--- src/rtl/exe_stage_pkg.sv ---
// Shared constants for the execute stage: datapath width, opcodes and FSM state encodings.
package exe_stage_pkg;

    localparam int DSIZE_DEF = 32;

    localparam int OP_ADD = 0;
    localparam int OP_SUB = 1;
    localparam int OP_AND = 2;
    localparam int OP_OR  = 3;
    localparam int OP_XOR = 4;
    localparam int OP_SLL = 5;
    localparam int OP_SRL = 6;
    localparam int OP_MUL = 7;

    typedef enum logic [1:0] {
        ST_IDLE = 2'd0,
        ST_BUSY = 2'd1,
        ST_DONE = 2'd2
    } state_t;

endpackage

--- src/rtl/exe_mul_iter.sv ---
// Shift-add multiplier datapath; the sequencing (how many steps) is owned by exe_stage.
module exe_mul_iter
    import exe_stage_pkg::*;
#(
    parameter int DSIZE = DSIZE_DEF
) (
    input  logic             clk,
    input  logic             clear,
    input  logic             start,
    input  logic             step,
    input  logic [DSIZE-1:0] a,
    input  logic [DSIZE-1:0] b,
    output logic [DSIZE-1:0] result
);

    logic [DSIZE-1:0] mcand_r;
    logic [DSIZE-1:0] mplier_r;
    logic [DSIZE-1:0] acc_r;

    // Operand load and one shift-add iteration per step; product kept modulo 2^DSIZE.
    always_ff @(posedge clk) begin
        if (clear) begin
            mcand_r  <= '0;
            mplier_r <= '0;
            acc_r    <= '0;
        end else if (start) begin
            mcand_r  <= a;
            mplier_r <= b;
            acc_r    <= '0;
        end else if (step) begin
            acc_r    <= mplier_r[0] ? (acc_r + mcand_r) : acc_r;
            mcand_r  <= {mcand_r[DSIZE-2:0], 1'b0};
            mplier_r <= {1'b0, mplier_r[DSIZE-1:1]};
        end else begin
            mcand_r  <= mcand_r;
            mplier_r <= mplier_r;
            acc_r    <= acc_r;
        end
    end

    assign result = acc_r;

endmodule

--- src/rtl/exe_stage.sv ---
// Execute stage: single-cycle ALU plus an iterative MUL that stalls upstream while it runs.
// Optional operand forwarding from EXE/WB is enabled with the EXE_FWD_EN macro.
module exe_stage
    import exe_stage_pkg::*;
#(
    parameter int DSIZE  = DSIZE_DEF,
    parameter int AWIDTH = 5,
    parameter int OPW    = 3
) (
    input  logic              clk,
    input  logic              rst,
    input  logic              in_valid,
    input  logic [OPW-1:0]    op,
    input  logic [DSIZE-1:0]  rdata1,
    input  logic [DSIZE-1:0]  rdata2,
    input  logic [AWIDTH-1:0] waddr_in,
    output logic              stall,
    output logic              out_valid,
    output logic [AWIDTH-1:0] waddr_out,
    output logic [DSIZE-1:0]  aluoutput_out
`ifdef EXE_FWD_EN
    ,
    input  logic [AWIDTH-1:0] rs1_addr,
    input  logic [AWIDTH-1:0] rs2_addr,
    input  logic [AWIDTH-1:0] fwd_waddr,
    input  logic [DSIZE-1:0]  fwd_data
`endif
);

    localparam int SHW = $clog2(DSIZE);
    localparam int CW  = $clog2(DSIZE + 1);

    state_t              state_r;
    state_t              state_next_s;
    logic [CW-1:0]       cnt_r;
    logic [AWIDTH-1:0]   waddr_r;
    logic [DSIZE-1:0]    op_a_s;
    logic [DSIZE-1:0]    op_b_s;
    logic [DSIZE-1:0]    alu_s;
    logic [DSIZE-1:0]    mul_result_s;
    logic                start_s;
    logic                step_s;
    logic                stall_s;
    logic                out_valid_s;
    logic [AWIDTH-1:0]   waddr_s;
    logic [DSIZE-1:0]    result_s;

`ifdef EXE_FWD_EN
    // A nonzero EXE/WB destination matching a source address overrides the register file value.
    assign op_a_s = ((fwd_waddr != '0) && (rs1_addr == fwd_waddr)) ? fwd_data : rdata1;
    assign op_b_s = ((fwd_waddr != '0) && (rs2_addr == fwd_waddr)) ? fwd_data : rdata2;
`else
    assign op_a_s = rdata1;
    assign op_b_s = rdata2;
`endif

    // Single-cycle ALU; shifts use only the low log2(DSIZE) bits of operand B.
    always_comb begin
        alu_s = '0;
        case (op)
            OPW'(OP_ADD): alu_s = op_a_s + op_b_s;
            OPW'(OP_SUB): alu_s = op_a_s - op_b_s;
            OPW'(OP_AND): alu_s = op_a_s & op_b_s;
            OPW'(OP_OR):  alu_s = op_a_s | op_b_s;
            OPW'(OP_XOR): alu_s = op_a_s ^ op_b_s;
            OPW'(OP_SLL): alu_s = op_a_s << op_b_s[SHW-1:0];
            OPW'(OP_SRL): alu_s = op_a_s >> op_b_s[SHW-1:0];
            default:      alu_s = '0;
        endcase
    end

    exe_mul_iter #(
        .DSIZE(DSIZE)
    ) u_mul (
        .clk    (clk),
        .clear  (rst),
        .start  (start_s),
        .step   (step_s),
        .a      (op_a_s),
        .b      (op_b_s),
        .result (mul_result_s)
    );

    // Next-state and output decode; reset overrides everything so outputs read zero while rst=1.
    always_comb begin
        state_next_s = state_r;
        start_s      = 1'b0;
        step_s       = 1'b0;
        stall_s      = 1'b0;
        out_valid_s  = 1'b0;
        waddr_s      = '0;
        result_s     = '0;
        case (state_r)
            ST_IDLE: begin
                if (in_valid) begin
                    if (op == OPW'(OP_MUL)) begin
                        stall_s      = 1'b1;
                        start_s      = 1'b1;
                        state_next_s = ST_BUSY;
                    end else begin
                        out_valid_s = 1'b1;
                        waddr_s     = waddr_in;
                        result_s    = alu_s;
                    end
                end else begin
                    state_next_s = ST_IDLE;
                end
            end
            ST_BUSY: begin
                stall_s = 1'b1;
                step_s  = 1'b1;
                if (cnt_r == CW'(DSIZE - 1)) begin
                    state_next_s = ST_DONE;
                end else begin
                    state_next_s = ST_BUSY;
                end
            end
            ST_DONE: begin
                out_valid_s  = 1'b1;
                waddr_s      = waddr_r;
                result_s     = mul_result_s;
                state_next_s = ST_IDLE;
            end
            default: begin
                state_next_s = ST_IDLE;
            end
        endcase
        if (rst) begin
            state_next_s = ST_IDLE;
            start_s      = 1'b0;
            step_s       = 1'b0;
            stall_s      = 1'b0;
            out_valid_s  = 1'b0;
            waddr_s      = '0;
            result_s     = '0;
        end else begin
            state_next_s = state_next_s;
        end
    end

    // FSM state register.
    always_ff @(posedge clk) begin
        if (rst) begin
            state_r <= ST_IDLE;
        end else begin
            state_r <= state_next_s;
        end
    end

    // Iteration counter and the destination held across the multiply.
    always_ff @(posedge clk) begin
        if (rst) begin
            cnt_r   <= '0;
            waddr_r <= '0;
        end else if (start_s) begin
            cnt_r   <= '0;
            waddr_r <= waddr_in;
        end else if (step_s) begin
            cnt_r   <= cnt_r + CW'(1);
            waddr_r <= waddr_r;
        end else begin
            cnt_r   <= cnt_r;
            waddr_r <= waddr_r;
        end
    end

    assign stall         = stall_s;
    assign out_valid     = out_valid_s;
    assign waddr_out     = waddr_s;
    assign aluoutput_out = result_s;

endmodule

--- config.mk ---
export PLATFORM = sky130hd
export DESIGN_NAME = exe_stage
export DESIGN_NICKNAME = d
export VERILOG_FILES = /design/src/rtl/exe_stage_pkg.sv /design/src/rtl/exe_mul_iter.sv /design/src/rtl/exe_stage.sv
export SDC_FILE = /design/constraint.sdc
export NUM_CORES = 1
export LEC_CHECK = 0
export ABC_AREA = 1
export CAP_MARGIN = 20
export CORE_MARGIN = 10
export CORE_UTILIZATION = 31
export CTS_BUF_LIST = sky130_fd_sc_hd__clkbuf_16
export DETAILED_ROUTE_END_ITERATION = 10
export SLEW_MARGIN = 20
export SYNTH_ARGS = -nofsm -noshare
export SYNTH_HDL_FRONTEND = slang
export SYNTH_SLANG_ARGS = --single-unit
--- constraint.sdc ---
create_clock -name clk -period 4.4 [get_ports clk]
set_clock_uncertainty 0.15 [all_clocks]
set_input_delay 0.44 -clock clk [delete_from_list [all_inputs] [get_ports clk]]
set_output_delay 0.44 -clock clk [all_outputs]
set_load 0.05 [all_outputs]
# ---- Yosys cells after proc, flatten, opt, wreduce, memory -nomap -nowiden
# Cells that the tools add are included.
dict set report classes {
  add_sub_neg 4
  eq_ne 11
  shift 2
  mux 29
  bitwise_logic 3
  n_reduce_logical 5
}
# op count
set ops {}
lappend ops {{32-bit 2-to-1 mux} 7}
lappend ops {{32-bit one-hot mux with 7 select lines} 1}
lappend ops {{32-bit adder} 2}
lappend ops {{32-bit one-hot mux with 2 select lines} 1}
lappend ops {{32-bit bitwise AND} 1}
lappend ops {{32-bit bitwise OR} 1}
lappend ops {{32-bit by 5-bit << shifter with 32-bit output} 1}
lappend ops {{32-bit by 5-bit >> shifter with 32-bit output} 1}
lappend ops {{32-bit subtractor} 1}
lappend ops {{32-bit XOR} 1}
lappend ops {{5-bit 2-to-1 mux} 3}
lappend ops {{3-bit == test, second input constant} 4}
lappend ops {{1-bit 2-to-1 mux} 10}
lappend ops {{5-bit one-hot mux with 2 select lines} 1}
lappend ops {{6-bit by 1-bit adder with 6-bit output, second input constant} 1}
lappend ops {{3-bit by 2-bit == test with 1-bit output, second input constant} 2}
lappend ops {{6-bit by 5-bit == test with 1-bit output, second input constant} 1}
lappend ops {{2-bit 2-to-1 mux} 3}
lappend ops {{1-bit one-hot mux with 2 select lines} 2}
lappend ops {{2-bit one-hot mux with 2 select lines} 1}
lappend ops {{3-bit by 1-bit == test with 1-bit output, second input constant} 1}
lappend ops {{3-bit zero test} 1}
lappend ops {{3-bit != test, second input constant} 1}
lappend ops {{2-bit by 1-bit == test with 1-bit output, second input constant} 1}
lappend ops {{5 further kinds} 5}
dict set report totals {
  ff_bits 109
  input_bits 75
  wordCells 60
}

# ---- Longest topological paths before layout
dict set report logic_depth {
  depth_word 6
  mapped_depth 28
  depth_no_buf 26
}

# ---- Cells and area by module
# Synthesis repeated with hierarchy kept, for this count alone.
dict set report unflattened {
  hier_cells 2851
  area_unflattened_um2 15607.5
}
# mod n_inst cells_each area_each_um2 seq_area_each_um2
set by_module_without_submodules {}
lappend by_module_without_submodules {exe_stage 1 1809 9225.1 260.2}
lappend by_module_without_submodules {exe_mul_iter 1 1042 6382.4 1921.8}

# ---- Worst setup path before layout
# Ideal clock, no wire load.
dict set report synth_path {
  kind {input -> output}
  from {input port rdata2[1]}
  to {output port aluoutput_out[30]}
  arrival_time_ps 3819
  t_required_ps 3810
  slack_ps -9
  cell_stages 21
  path_buffers 2
  path_cell_list {buf_2 -> inv_2 -> buf_2 -> ha_1 -> inv_1 -> nor4_2 -> nand4_1 -> o21ai_1 -> nand2_1 -> xor2_1 -> ha_1 -> inv_1 -> nor3_1 -> nand2_1 -> nor2_1 -> nand2_1 -> nand3_1 -> nand3_1 -> nand2_1 -> nand2_1 -> a21oi_1}
}
dict set report synth_between {
  elab_chain_cells 6
  word_cells_on_any_way 9
  cone_classes {add/sub (2); shift (2); mux (5)}
}
# element line_no
set synth_lines {}
lappend synth_lines {{start: declaration} exe_stage.sv:15} ;# input logic [DSIZE-1:0] rdata2,
lappend synth_lines {{32-bit subtractor (tied with other cells)} exe_stage.sv:62} ;# OPW'(OP_SUB): alu_s = op_a_s - op_b_s;
lappend synth_lines {{32-bit one-hot mux with 7 select lines (*)} exe_stage.sv:60} ;# case (op)
lappend synth_lines {{32-bit 2-to-1 mux (*)} exe_stage.sv:96} ;# if (op == OPW'(OP_MUL)) begin
lappend synth_lines {{32-bit 2-to-1 mux (*)} exe_stage.sv:95} ;# if (in_valid) begin
lappend synth_lines {{32-bit one-hot mux with 2 select lines (*)} exe_stage.sv:93} ;# case (state_r)
lappend synth_lines {{32-bit 2-to-1 mux (*)} exe_stage.sv:128} ;# if (rst) begin
lappend synth_lines {{end: declaration} exe_stage.sv:20} ;# output logic [DSIZE-1:0] aluoutput_out
# Mark *: on every way between the ends. The rest lies on a longest branch, timed or not.

# ---- Worst setup path in the final report
dict set report layout_path {
  from {input port op[1]}
  to {output port aluoutput_out[27]}
}
dict set report layout_between {
  elab_chain_cells 6
  word_cells_on_any_way 13
  cone_classes {eq/ne (7); mux (5); reduce/logical (1)}
}
# element line_no
set layout_lines {}
lappend layout_lines {{start: declaration} exe_stage.sv:13} ;# input logic [OPW-1:0] op,
lappend layout_lines {{3-bit == test (tied with other cells)} exe_stage.sv:60}
lappend layout_lines {{32-bit one-hot mux with 7 select lines} exe_stage.sv:60}
lappend layout_lines {{32-bit 2-to-1 mux (*)} exe_stage.sv:96}
lappend layout_lines {{32-bit 2-to-1 mux (*)} exe_stage.sv:95}
lappend layout_lines {{32-bit one-hot mux with 2 select lines (*)} exe_stage.sv:93}
lappend layout_lines {{32-bit 2-to-1 mux (*)} exe_stage.sv:128}
# Marked as above.

==> flow_metrics.tcl <==
set metrics [dict create \
    status "completed" \
    synth_top_family_by_area "simple AND/OR/NAND/NOR gates" \
    cp_max_fo 10 \
    max-cap-violations 0 \
    numClockSinks 109 \
    r2r_start "u_mul.mcand_r[0]" \
    grt_pass1_wl_um 111000 \
    grt_max_degree 78 \
    p_int_mw 2.07 \
    setup_slack_ns 0.106 \
    grt_pass1_vias 18300 \
    drcViolationCount 0 \
    htree_num_levels 3 \
    ir_worst_vdd_mv 0.162 \
    seq_power_share_pct 27.2 \
    viasPerCell 5.44 \
    yosysUniqueCellTypes 49 \
    grt_overflow 0 \
    ys_warn_count 0 \
    crit_required_ns 3.81 \
    design_area_mm2 0.0192 \
    power_density_mw_per_mm2 192 \
    min_path_type "flip-flop to flip-flop" \
    die_y_um 238 \
    clockBufferDepth 2 \
    slew_headroom_pct 36.6 \
    cts_tree "built" \
    gp_congestion 1.03 \
    ant_nets 0 \
    post_drt_wl_per_cell_um 21.3 \
    nFillCells 5169 \
    criticalPathCategory "input port to output port" \
    clk_pin_slew_ns 0.08 \
    dp_worst_setup_slack_ns -0.411 \
    nNetsFinal 3085 \
    hold_violations 0 \
    p_clk_share_pct 22.4 \
    clock_latency_ns 0.39 \
    ys_ff_latch 109 \
    syn-cell-area_mm2 0.0148 \
    startpoint "op[1]" \
    die-area_mm2 0.0567 \
    syn_avg_cell_area_um2 5.59 \
    drive_gt1_share_pct 15.5 \
    max_freq_mhz 233 \
    min-delay-start "u_mul.mplier_r[31]" \
    ctsRootBufferMaster "clkbuf_16" \
    crit_path_start_kind "input port" \
    combPwrFrac_pct 50.5 \
    vias 19000 \
    wl_um 74300 \
    post-dp-hpwl_um 59700 \
    antenna_found_initial 0 \
    synth-compound-area-share_pct 15.8 \
    antenna_cells 0 \
    critPathArrivalTime_ns 3.70 \
    setup_viol 0 \
    seqCellArea_mm2 0.00218 \
    io_buffers 113 \
    syn2layout_area_growth_pct 30.1 \
    synth.area.mux_share_pct 0 \
    core_mm2 0.0468 \
    synthCells 2639 \
    cts_buffers 9 \
    worst_pin_slew_ns 0.948 \
    grt.total_usage_pct 25.3 \
    power_switching_mw 1.62 \
    pin_count 114 \
    die_w_um 238 \
    synth_top_cell_area_share_pct 23.5 \
    synth-simple-area-share_pct 43.3 \
    fin_util_pct 41.0 \
    yosysTopAreaCell "nand2_1" \
    yosysSeqAreaShare_pct 14.8 \
    start_util_pct 31.6 \
    rows 79 \
    synthesis.nets 2845 \
    synth_area_leaders "nand2_1, dfxtp_1, nand3_1" \
    swShare_pct 43.9 \
    fin_crit_sh_pct 97.6 \
    holdWs_ns 0.320 \
    synthAdderAreaFrac_pct 11.2 \
    crit_path_end_kind "output port" \
    first_pass_iters 9 \
    drt_iter0_drc 1934 \
    multi_input_area_mm2 0.0116 \
    synth-xor-area-share_pct 3.38 \
    placed_cell_area_mm2 0.0181 \
    min_period_ns 4.29 \
    r2r_slack_ns 1.47 \
    cellLeakagePower_nw 9.44 \
    slew_viol_final 0 \
]
sequential cells by signal, indices dropped and copies added, names as in the netlist:
register and cells:
cnt_r 6, u_mul.result 32, u_mul.mcand_r 32, u_mul.mplier_r 32, waddr_r 5, state_r 2
worst paths after layout:
| kind | endpoint | cells past startpoint |
|---|---|---|
| max | aluoutput_out[27] | 23 |
| min | u_mul.mplier_r[31] | 2 |
| max reg2reg | u_mul.result[22] | 13 |
| min reg2reg | u_mul.mplier_r[31] | 2 |
synth_stat cells, drive strengths merged:
master	n
nand4	19
buf	62
nand3	332
a2bb2oi	1
a21o	7
o221ai	2
clkinv	2
inv	309
nor3	25
o2111ai	7
nor4	4
clkbuf	48
dfxtp	109
a21boi	3
o21a	10
a21oi	149
or3	1
o22ai	3
o31ai	3
fa	2
xnor2	7
a221oi	20
nand3b	14
or2	4
nand2	926
a31oi	50
o211ai	9
o21ai	102
ha	129
xor2	50
o21bai	24
a22o	5
nor2	189
and2	12
worst max-delay path, stage by stage:
cell and delay (ns):
clkdlybuf4s50_1 0.45, nor2_4 0.19, nand2_4 0.10, buf_4 0.16, buf_6 0.16, a21oi_4 0.19, o21ai_2 0.09, xor2_1 0.15
ha_1 0.36, nand2_2 0.17, nor2_4 0.06, buf_4 0.13, nand2_2 0.07, nand3_2 0.07, a21oi_2 0.15, nand2_1 0.08
nand2_1 0.06, nand3_1 0.06, nand2_1 0.07, nand2_1 0.06, a21oi_1 0.16, buf_4 0.15, buf_12 0.12
layer usage:
layer  routed length [um]  GRT usage, %  vias to the layer above
met5                    0             0                        -
met4                 3100          9.71                        0
met3                 5100          3.33                      138
met2                33900          42.6                      828
met1                32200          32.3                     8935
li1                     -             -                     9105
area by class of cell:
cell class | count | share of cell area [%]
flip-flops and latches | 109 | 11.4
repair buffers | 338 | 16.6
inverters | 311 | 6.10
clock buffers | 9 | 1.17
well taps | 607 | 3.96
multi-input cells | 2110 | 60.5
clock inverters | 7 | 0.254
power groups by stage:
| stage | combinational [mW] | clock (mW) | sequential, mW |
|---|---|---|---|
| after CTS | 1.75 | 0.851 | 1.00 |
| after detailed placement | 1.70 | 0 | 1.03 |
| final | 1.86 | 0.826 | 1.00 |
| after global routing | 2.00 | 0.877 | 1.00 |
| after global placement | 1.70 | 0 | 1.03 |
| after floorplan | 0.898 | 0 | 1.02 |
cell usage in the layout, fill, tap and decap left out, drive strengths merged, types with 4 or more instances in the layout:
cell	netlist	layout
nor3	25	25
xnor2	7	7
o21ai	102	102
a31oi	50	50
o211ai	9	9
a221oi	20	20
buf	62	261
dlymetal6s2s	0	9
ha	129	129
dfxtp	109	109
nand4	19	19
a21o	7	7
nand3	332	332
and2	12	12
o21bai	24	24
nor4	4	4
o2111ai	7	7
clkdlybuf4s50	0	61
a22o	5	5
a21oi	149	149
nand2	926	927
nand3b	14	14
o21a	10	10
xor2	50	50
inv	309	312
or2	4	4
nor2	189	189
clkbuf	48	12
clkinv	2	6
stage by stage:
step	std cells	total power [mW]	TNS [ns]
after floorplan	2639	1.92	0
after global placement	3463	2.73	-4.40
after detailed placement	3463	2.73	-4.89
after CTS	3488	3.61	-0.0421
after global routing	3491	3.88	-0.0791
final	3491	3.69	0
repair_timing:
action,CTS,global route
buffers inserted,8,4
resized for setup,73,123
endpoints found under the setup margin,24,28
hold buffers,0,0
gates cloned,1,0
pin swaps,31,56
cell families (layout without fill, tap and decap cells):
logic type,after synthesis,after routing
AND/OR/NAND/NOR,1526,1527
buffers and inverters,421,665
AO/OA/AOI/OAI,395,395
adder cells (fa/ha/maj),131,131
flip-flops,109,109
XOR/XNOR,57,57
No activity file was read; power rests on OpenSTA's default activity.
